## src/rtl/ram_stream_reader.sv

```systemverilog
// ram_stream_reader: walks a block of a combinational-read RAM and presents
// the words as a valid/ready stream. A burst is requested with start,
// base_addr and length while idle. The output beat register is reloaded
// whenever it is empty or being consumed, so a consumer that always accepts
// gets one word per cycle. done pulses for one cycle when the last beat has
// been taken.
module ram_stream_reader #(
    parameter int ADDR_WIDTH = 12,
    parameter int DATA_WIDTH = 8
) (
    input  logic                  clk,
    input  logic                  reset,
    input  logic                  start,
    input  logic [ADDR_WIDTH-1:0] base_addr,
    input  logic [ADDR_WIDTH:0]   length,
    output logic [ADDR_WIDTH-1:0] rd_addr,
    input  logic [DATA_WIDTH-1:0] rd_data,
    output logic [DATA_WIDTH-1:0] m_data,
    output logic                  m_valid,
    output logic                  m_last,
    input  logic                  m_ready,
    output logic                  busy,
    output logic                  done
);

    typedef enum logic [1:0] {
        ST_IDLE  = 2'd0,
        ST_READ  = 2'd1,
        ST_DRAIN = 2'd2
    } state_t;

    localparam logic [ADDR_WIDTH-1:0] ADDR_ZERO = {ADDR_WIDTH{1'b0}};
    localparam logic [ADDR_WIDTH-1:0] ADDR_ONE  = {{(ADDR_WIDTH-1){1'b0}}, 1'b1};
    localparam logic [ADDR_WIDTH:0]   REM_ZERO  = {(ADDR_WIDTH+1){1'b0}};
    localparam logic [ADDR_WIDTH:0]   REM_ONE   = {{ADDR_WIDTH{1'b0}}, 1'b1};
    // Largest useful burst: every RAM word once.
    localparam logic [ADDR_WIDTH:0]   LEN_MAX   = {1'b1, {ADDR_WIDTH{1'b0}}};
    localparam logic [DATA_WIDTH-1:0] DATA_ZERO = {DATA_WIDTH{1'b0}};

    state_t                state_r;
    logic [ADDR_WIDTH-1:0] addr_r;
    logic [ADDR_WIDTH:0]   remaining_r;
    logic [DATA_WIDTH-1:0] data_r;
    logic                  valid_r;
    logic                  last_r;
    logic                  busy_r;
    logic                  done_r;

    logic [ADDR_WIDTH:0]   len_clamped_s;
    logic                  load_s;

    // The RAM address comes straight from a register so the RAM read path
    // never sees combinational logic from the block's inputs.
    assign rd_addr = addr_r;
    assign m_data  = data_r;
    assign m_valid = valid_r;
    assign m_last  = last_r;
    assign busy    = busy_r;
    assign done    = done_r;

    // Clamp the requested length to the RAM size; anything with the top
    // bit set is at least 2**ADDR_WIDTH.
    always_comb begin
        len_clamped_s = length;
        if (length[ADDR_WIDTH]) begin
            len_clamped_s = LEN_MAX;
        end else begin
            len_clamped_s = length;
        end
    end

    // A new word is loaded when the beat register is empty or being drained
    // this cycle and words are still outstanding.
    always_comb begin
        load_s = 1'b0;
        if ((state_r == ST_READ) && (!valid_r || m_ready) && (remaining_r != REM_ZERO)) begin
            load_s = 1'b1;
        end else begin
            load_s = 1'b0;
        end
    end

    // Burst sequencer together with the registered stream outputs.
    always_ff @(posedge clk) begin
        if (reset) begin
            state_r     <= ST_IDLE;
            addr_r      <= ADDR_ZERO;
            remaining_r <= REM_ZERO;
            data_r      <= DATA_ZERO;
            valid_r     <= 1'b0;
            last_r      <= 1'b0;
            busy_r      <= 1'b0;
            done_r      <= 1'b0;
        end else begin
            done_r <= 1'b0;
            case (state_r)
                ST_IDLE: begin
                    if (start) begin
                        if (length == REM_ZERO) begin
                            // Empty burst: report completion, produce nothing.
                            done_r <= 1'b1;
                        end else begin
                            addr_r      <= base_addr;
                            remaining_r <= len_clamped_s;
                            busy_r      <= 1'b1;
                            state_r     <= ST_READ;
                        end
                    end
                end
                ST_READ: begin
                    if (load_s) begin
                        data_r      <= rd_data;
                        valid_r     <= 1'b1;
                        last_r      <= (remaining_r == REM_ONE);
                        addr_r      <= addr_r + ADDR_ONE;
                        remaining_r <= remaining_r - REM_ONE;
                        if (remaining_r == REM_ONE) begin
                            state_r <= ST_DRAIN;
                        end
                    end
                end
                ST_DRAIN: begin
                    // Only the final beat is pending; finish when it is taken.
                    if (valid_r && m_ready) begin
                        valid_r <= 1'b0;
                        last_r  <= 1'b0;
                        done_r  <= 1'b1;
                        busy_r  <= 1'b0;
                        state_r <= ST_IDLE;
                    end
                end
                default: begin
                    valid_r <= 1'b0;
                    last_r  <= 1'b0;
                    busy_r  <= 1'b0;
                    state_r <= ST_IDLE;
                end
            endcase
        end
    end

endmodule

```

## config.mk

```make
export PLATFORM = sky130hd
export DESIGN_NAME = ram_stream_reader
export DESIGN_NICKNAME = d
export VERILOG_FILES = /design/src/rtl/ram_stream_reader.sv
export SDC_FILE = /design/constraint.sdc
export NUM_CORES = 1
export LEC_CHECK = 0
export ABC_AREA = 1
export CORE_MARGIN = 4
export CORE_UTILIZATION = 45
export CTS_BUF_LIST = sky130_fd_sc_hd__clkbuf_8
export DETAILED_ROUTE_END_ITERATION = 8
export PLACE_DENSITY = 0.84
export SLEW_MARGIN = 10
export SYNTH_ARGS = -nofsm -noshare
export SYNTH_HDL_FRONTEND = slang
export SYNTH_SLANG_ARGS = --single-unit
```

## constraint.sdc

```tcl
create_clock -name clk -period 1.6 [get_ports clk]
set_input_delay 0.32 -clock clk [delete_from_list [all_inputs] [get_ports clk]]
set_output_delay 0.32 -clock clk [all_outputs]
set_load 0.02 [all_outputs]
```

* Yosys cells after proc, flatten, opt, wreduce, memory -nomap -nowiden
Cells that the tools add are included.
Operators by class: reduce and logical (&&, ||, !) cells 14, equal/unequal tests 8, bitwise gates (word level) 2, add/sub/neg operators 2, multiplexer cells 28
Operators by type and width (count):
- 2-to-1 mux 13 bit | 4
- 2-to-1 mux 12 bit | 3
- one-hot mux 13 bit (2 select lines) | 1
- one-hot mux 12 bit (2 select lines) | 1
- == test 13 x 1 -> 1 bit, second input constant | 1
- logical NOT 13 bit | 1
- nonzero test 13 bit | 1
- subtractor 13 x 1 -> 13 bit, second input constant | 1
- adder 12 x 1 -> 12 bit, second input constant | 1
- 2-to-1 mux 2 bit | 5
- 2-to-1 mux 1 bit | 9
- one-hot mux 1 bit (3 select lines) | 3
- inequality test 2 bit, second input constant | 4
- AND reduction 4 bit | 2
- one-hot mux 2 bit (3 select lines) | 1
- AND reduction 5 bit | 1
- logical AND 1 bit | 3
- AND reduction 3 bit | 1
- == test 2 x 1 -> 1 bit, second input constant | 1
- == test 2 bit, second input constant | 1
- logical NOT 2 bit | 1
- inequality test 2 x 1 -> 1 bit, second input constant | 1
- inverter 1 bit | 2
- one-hot mux 1 bit (2 select lines) | 1
- other kinds (4) | 4
Storage, ports and cells: bits in registers 39

* Logic depth before layout (Yosys ltp)
depth in word-level cells 7, mapped depth 12, mapped depth without buffers 11

* Worst setup path before layout
OpenSTA, ideal clock, no wires.
path type reg2reg, from register remaining_r[0], to register addr_r[8], in the netlist rd_addr[8], cell stages (with the launch flop) 12, buffers on the path 1, clock period less this slack 1473 ps, arrival 1360 ps, path slack 127 ps, cells stage by stage dfxtp_1 -> inv_1 -> ha_1 -> nand2_1 -> nor2_1 -> nand2_1 -> nand2_1 -> nand2_4 -> nand3_4 -> buf_6 -> nor2_1 -> nor2_1
Between the ends: longest elaborated chain between the ends 5
RTL lines:
- start: declaration | RTL line 42 | logic [ADDR_WIDTH:0] remaining_r;
- start signal: assignment | RTL line 104 | remaining_r <= len_clamped_s;
- start signal: assignment | RTL line 116 | remaining_r <= remaining_r - REM_ONE;
- nonzero test 13 bit | RTL line 76 | if ((state_r == ST_READ) && (!valid_r || m_ready) && (remaining_r != REM_ZERO)) begin
- logical AND 1 bit | RTL line 76
- 2-to-1 mux 1 bit | RTL line 76
- inequality test 2 bit (no line)
- AND reduction 4 bit (no line)
- end signal: assignment | RTL line 103 | addr_r <= base_addr;
- end signal: assignment | RTL line 115 | addr_r <= addr_r + ADDR_ONE;
- end: declaration | RTL line 41 | logic [ADDR_WIDTH-1:0] addr_r;
Every way passes these cells. A chain may end at the register's enable or synchronous reset.

* Worst setup path after layout
from register remaining_r[0], to register addr_r[5], in the netlist rd_addr[5]
The elaborated chain is that of the path after synthesis.

==> reports/qor.yml <==
status: "complete, no violations"
synth_cells: 418
diodes: 0
synth_top_family_by_area: "simple AND/OR/NAND/NOR gates"
synth.net_count: 459
wl_um: 7330
async_flop_share_pct: 0
path_clk_slew_ns: 0.08
stdcell_area_um2: 3750
setup.worst_path.end_class: "register"
power.leakage_nw: 2.10
track_usage_pct: 20.6
setup_ws_ns: 0.0322
cts_max_level: 2
nets: 556
synth_compound_area_share_pct: 7.72
peakVddDrop_mv: 0.754
critPathMaxFanout: 7
p_per_area_nw_per_um2: 1010
clock_latency_ns: 0.29
hold_violations: 0
tightest_slew_ns: 0.316
overflow: 0
intPower_mw: 2.25
p_sw_mw: 1.51
clock-root-buffer: "clkbuf_8"
synth_top_area_share_pct: 32.1
wl_per_cell_um: 12.5
hp-class: "input port to register"
dp_slack_ns: -0.342
combPwrFrac_pct: 49.4
yosysWarnings: 0
numCtsBuffers: 5
place_area_um2: 3370
p_clk_share_pct: 17.1
syn-cell-area_um2: 2430
synth_fa_ha_area_share_pct: 2.06
drt-initial-drc-count: 213
netSwitchingFraction_pct: 40.2
io_pins: 61
die_area_um2: 6640
vias_per_cell: 5.06
synth_area_leader_cell: "dfxtp_1"
cap_viol_max_count: 0
tritoncts: "done"
clk_path_buf_depth: 2
antenna_found_initial: 0
netlist-cell-type-count: 26
pwr-share-seq_pct: 33.5
synthXorXnorAreaFrac_pct: 0.721
synth_simple_gate_area_share_pct: 46.6
setup_violations: 0
die_y_um: 81.5
start_kind: "register"
finalWeightedCongestion: 0.877
hpwl_um: 5040
finalCritPeriodShare_pct: 98.0
crit_type: "register to register"
rows: 26
cts_sinks: 39
synth.area.top_cells: "dfxtp_1 (32%), nand2_1 (21%), nor2_1 (15%), inv_1 (6.8%), nand3_1 (4.9%)"
finalCriticalPeriod_ns: 1.57
synth.area.mux_share_pct: 0
drive_gt1_share_pct: 18.4
drc_errors: 0
skew_ns: 0.00414
drt_first_pass_iters: 5
grt_start_max_net_pins: 27
drv_slew: 0
core_area_um2: 5170
vias: 2963
grt_pass1_vias: 2623
initial_core_util_pct: 47.0
avgSynthCellArea_um2: 5.82
clock.fmax_mhz: 638
critPathArrivalTime_ns: 1.80
ys_ff_latch: 39
io_buffer_count: 60
die_w_um: 81.5
synth_edf_count: 0
synth_ff_type: "dfxtp_1"
rsz0062_at_grt: "yes"
grt_pass1_wl_um: 10800
slew_headroom_pct: 78.7
yosysSeqAreaShare_pct: 32.1
ant_nets: 0
crit_required_ns: 1.83
area_delta_synth_final_pct: 54.2
## cells in the mapped netlist, types with 2 or more instances
cell type	number
nor2_2	2
nand3_1	24
nand4_1	12
nand2_1	135
buf_1	2
o21ai_0	23
inv_1	44
dfxtp_1	39
buf_6	4
nor2_1	98
nor3_1	2
a21oi_1	12
buf_2	5
ha_1	4
## worst max-delay path: stages, from the launching register on
cell and delay (ns):
dfxtp_2 0.34, inv_2 0.04, ha_2 0.17, nand2_1 0.06, nor2_1 0.04, nand2_1 0.07, nand2_2 0.08, nand2_4 0.08
nand3_4 0.19, buf_12 0.21, nand2_1 0.06, nand2_1 0.06, nor2_1 0.10
## final cells by class
type	count	area, um^2
multi-input combinational	320	1510
fill	404	1420
timing repair buffer	103	1110
sequential	39	785
inverter	46	176
tap	70	87.6
clock buffer	5	68.8
clock inverter	3	12.5
## power groups by stage
| stage | clock network (mW) | registers [mW] | logic (mW) |
|---|---|---|---|
| 3_5_place_dp | 0 | 1.28 | 1.64 |
| 6_report | 0.646 | 1.26 | 1.86 |
| 5_1_grt | 0.711 | 1.28 | 2.04 |
| 4_1_cts | 0.665 | 1.25 | 1.63 |
| 3_3_place_gp | 0 | 1.27 | 1.60 |
| 2_1_floorplan | 0 | 1.37 | 0.883 |
## logic make-up (layout without fill, tap and decap cells)
group,count (synthesis),in the layout
simple gates,277,277
buf+inv,59,157
flops,39,39
compound gates,37,37
fa+ha+maj,4,4
xor+xnor,2,2
## stage by stage
stage | hold slack, ns | TNS [ns] | utilization, % | instances | power (mW)
after detailed placement | 0.458 | -9.07 | 65.1 | 570 | 2.92
after global placement | 0.453 | -8.42 | 65.1 | 570 | 2.86
after CTS | 0.478 | 0 | 66.6 | 578 | 3.55
final | 0.430 | 0 | 72.5 | 586 | 3.77
after global routing | 0.446 | -0.435 | 72.5 | 586 | 4.04
after floorplan | 0.389 | 0 | - | 418 | 2.25
## flip-flops by register name (all words and copies together) (netlist names)
name         count
m_data           8
busy             1
done             1
remaining_r     13
state_r          2
m_last           1
m_valid          1
rd_addr         12
## routing by layer
layer,global-route usage [%],share of wire (%),up-vias
met5,0,0,-
met4,5.74,2.1,0
met3,5.15,6.8,21
met2,36.6,51,115
met1,24.4,40,1334
li1,-,-,1493
## cell usage in the layout (no fill, tap or decap), types with 5 or more instances in the layout
cell             count
o21ai_0             22
dlygate4sd2_1       11
buf_12               6
dlymetal6s2s_1      24
nand3_1             24
nand2_2             10
a21oi_1             11
clkdlybuf4s50_1     25
nor2_1              75
inv_1               44
buf_4               31
nor2_2              18
clkbuf_8             5
nor2_4               7
dfxtp_1             36
nand4_1             12
nand2_1            126
## final timing paths
| check | from | to | slack [ns] | depth (start not counted) |
|---|---|---|---|---|
| max | remaining_r[0] | rd_addr[5] | 0.03 | 12 |
| min | length[6] | remaining_r[6] | 0.43 | 5 |
| max reg2reg | remaining_r[0] | rd_addr[5] | 0.03 | 12 |
| min reg2reg | busy | busy | 0.47 | 2 |
## what timing repair did
action / in CTS / in global routing
hold endpoints to repair: 0 / 0
endpoints found under the setup margin: 40 / 45
setup buffers: 0 / 5
hold buffers: 0 / 0
gates resized for setup: 14 / 72
pin swaps: 2 / 20
cloned: 0 / 3
Power figures use the tool's default switching activity.
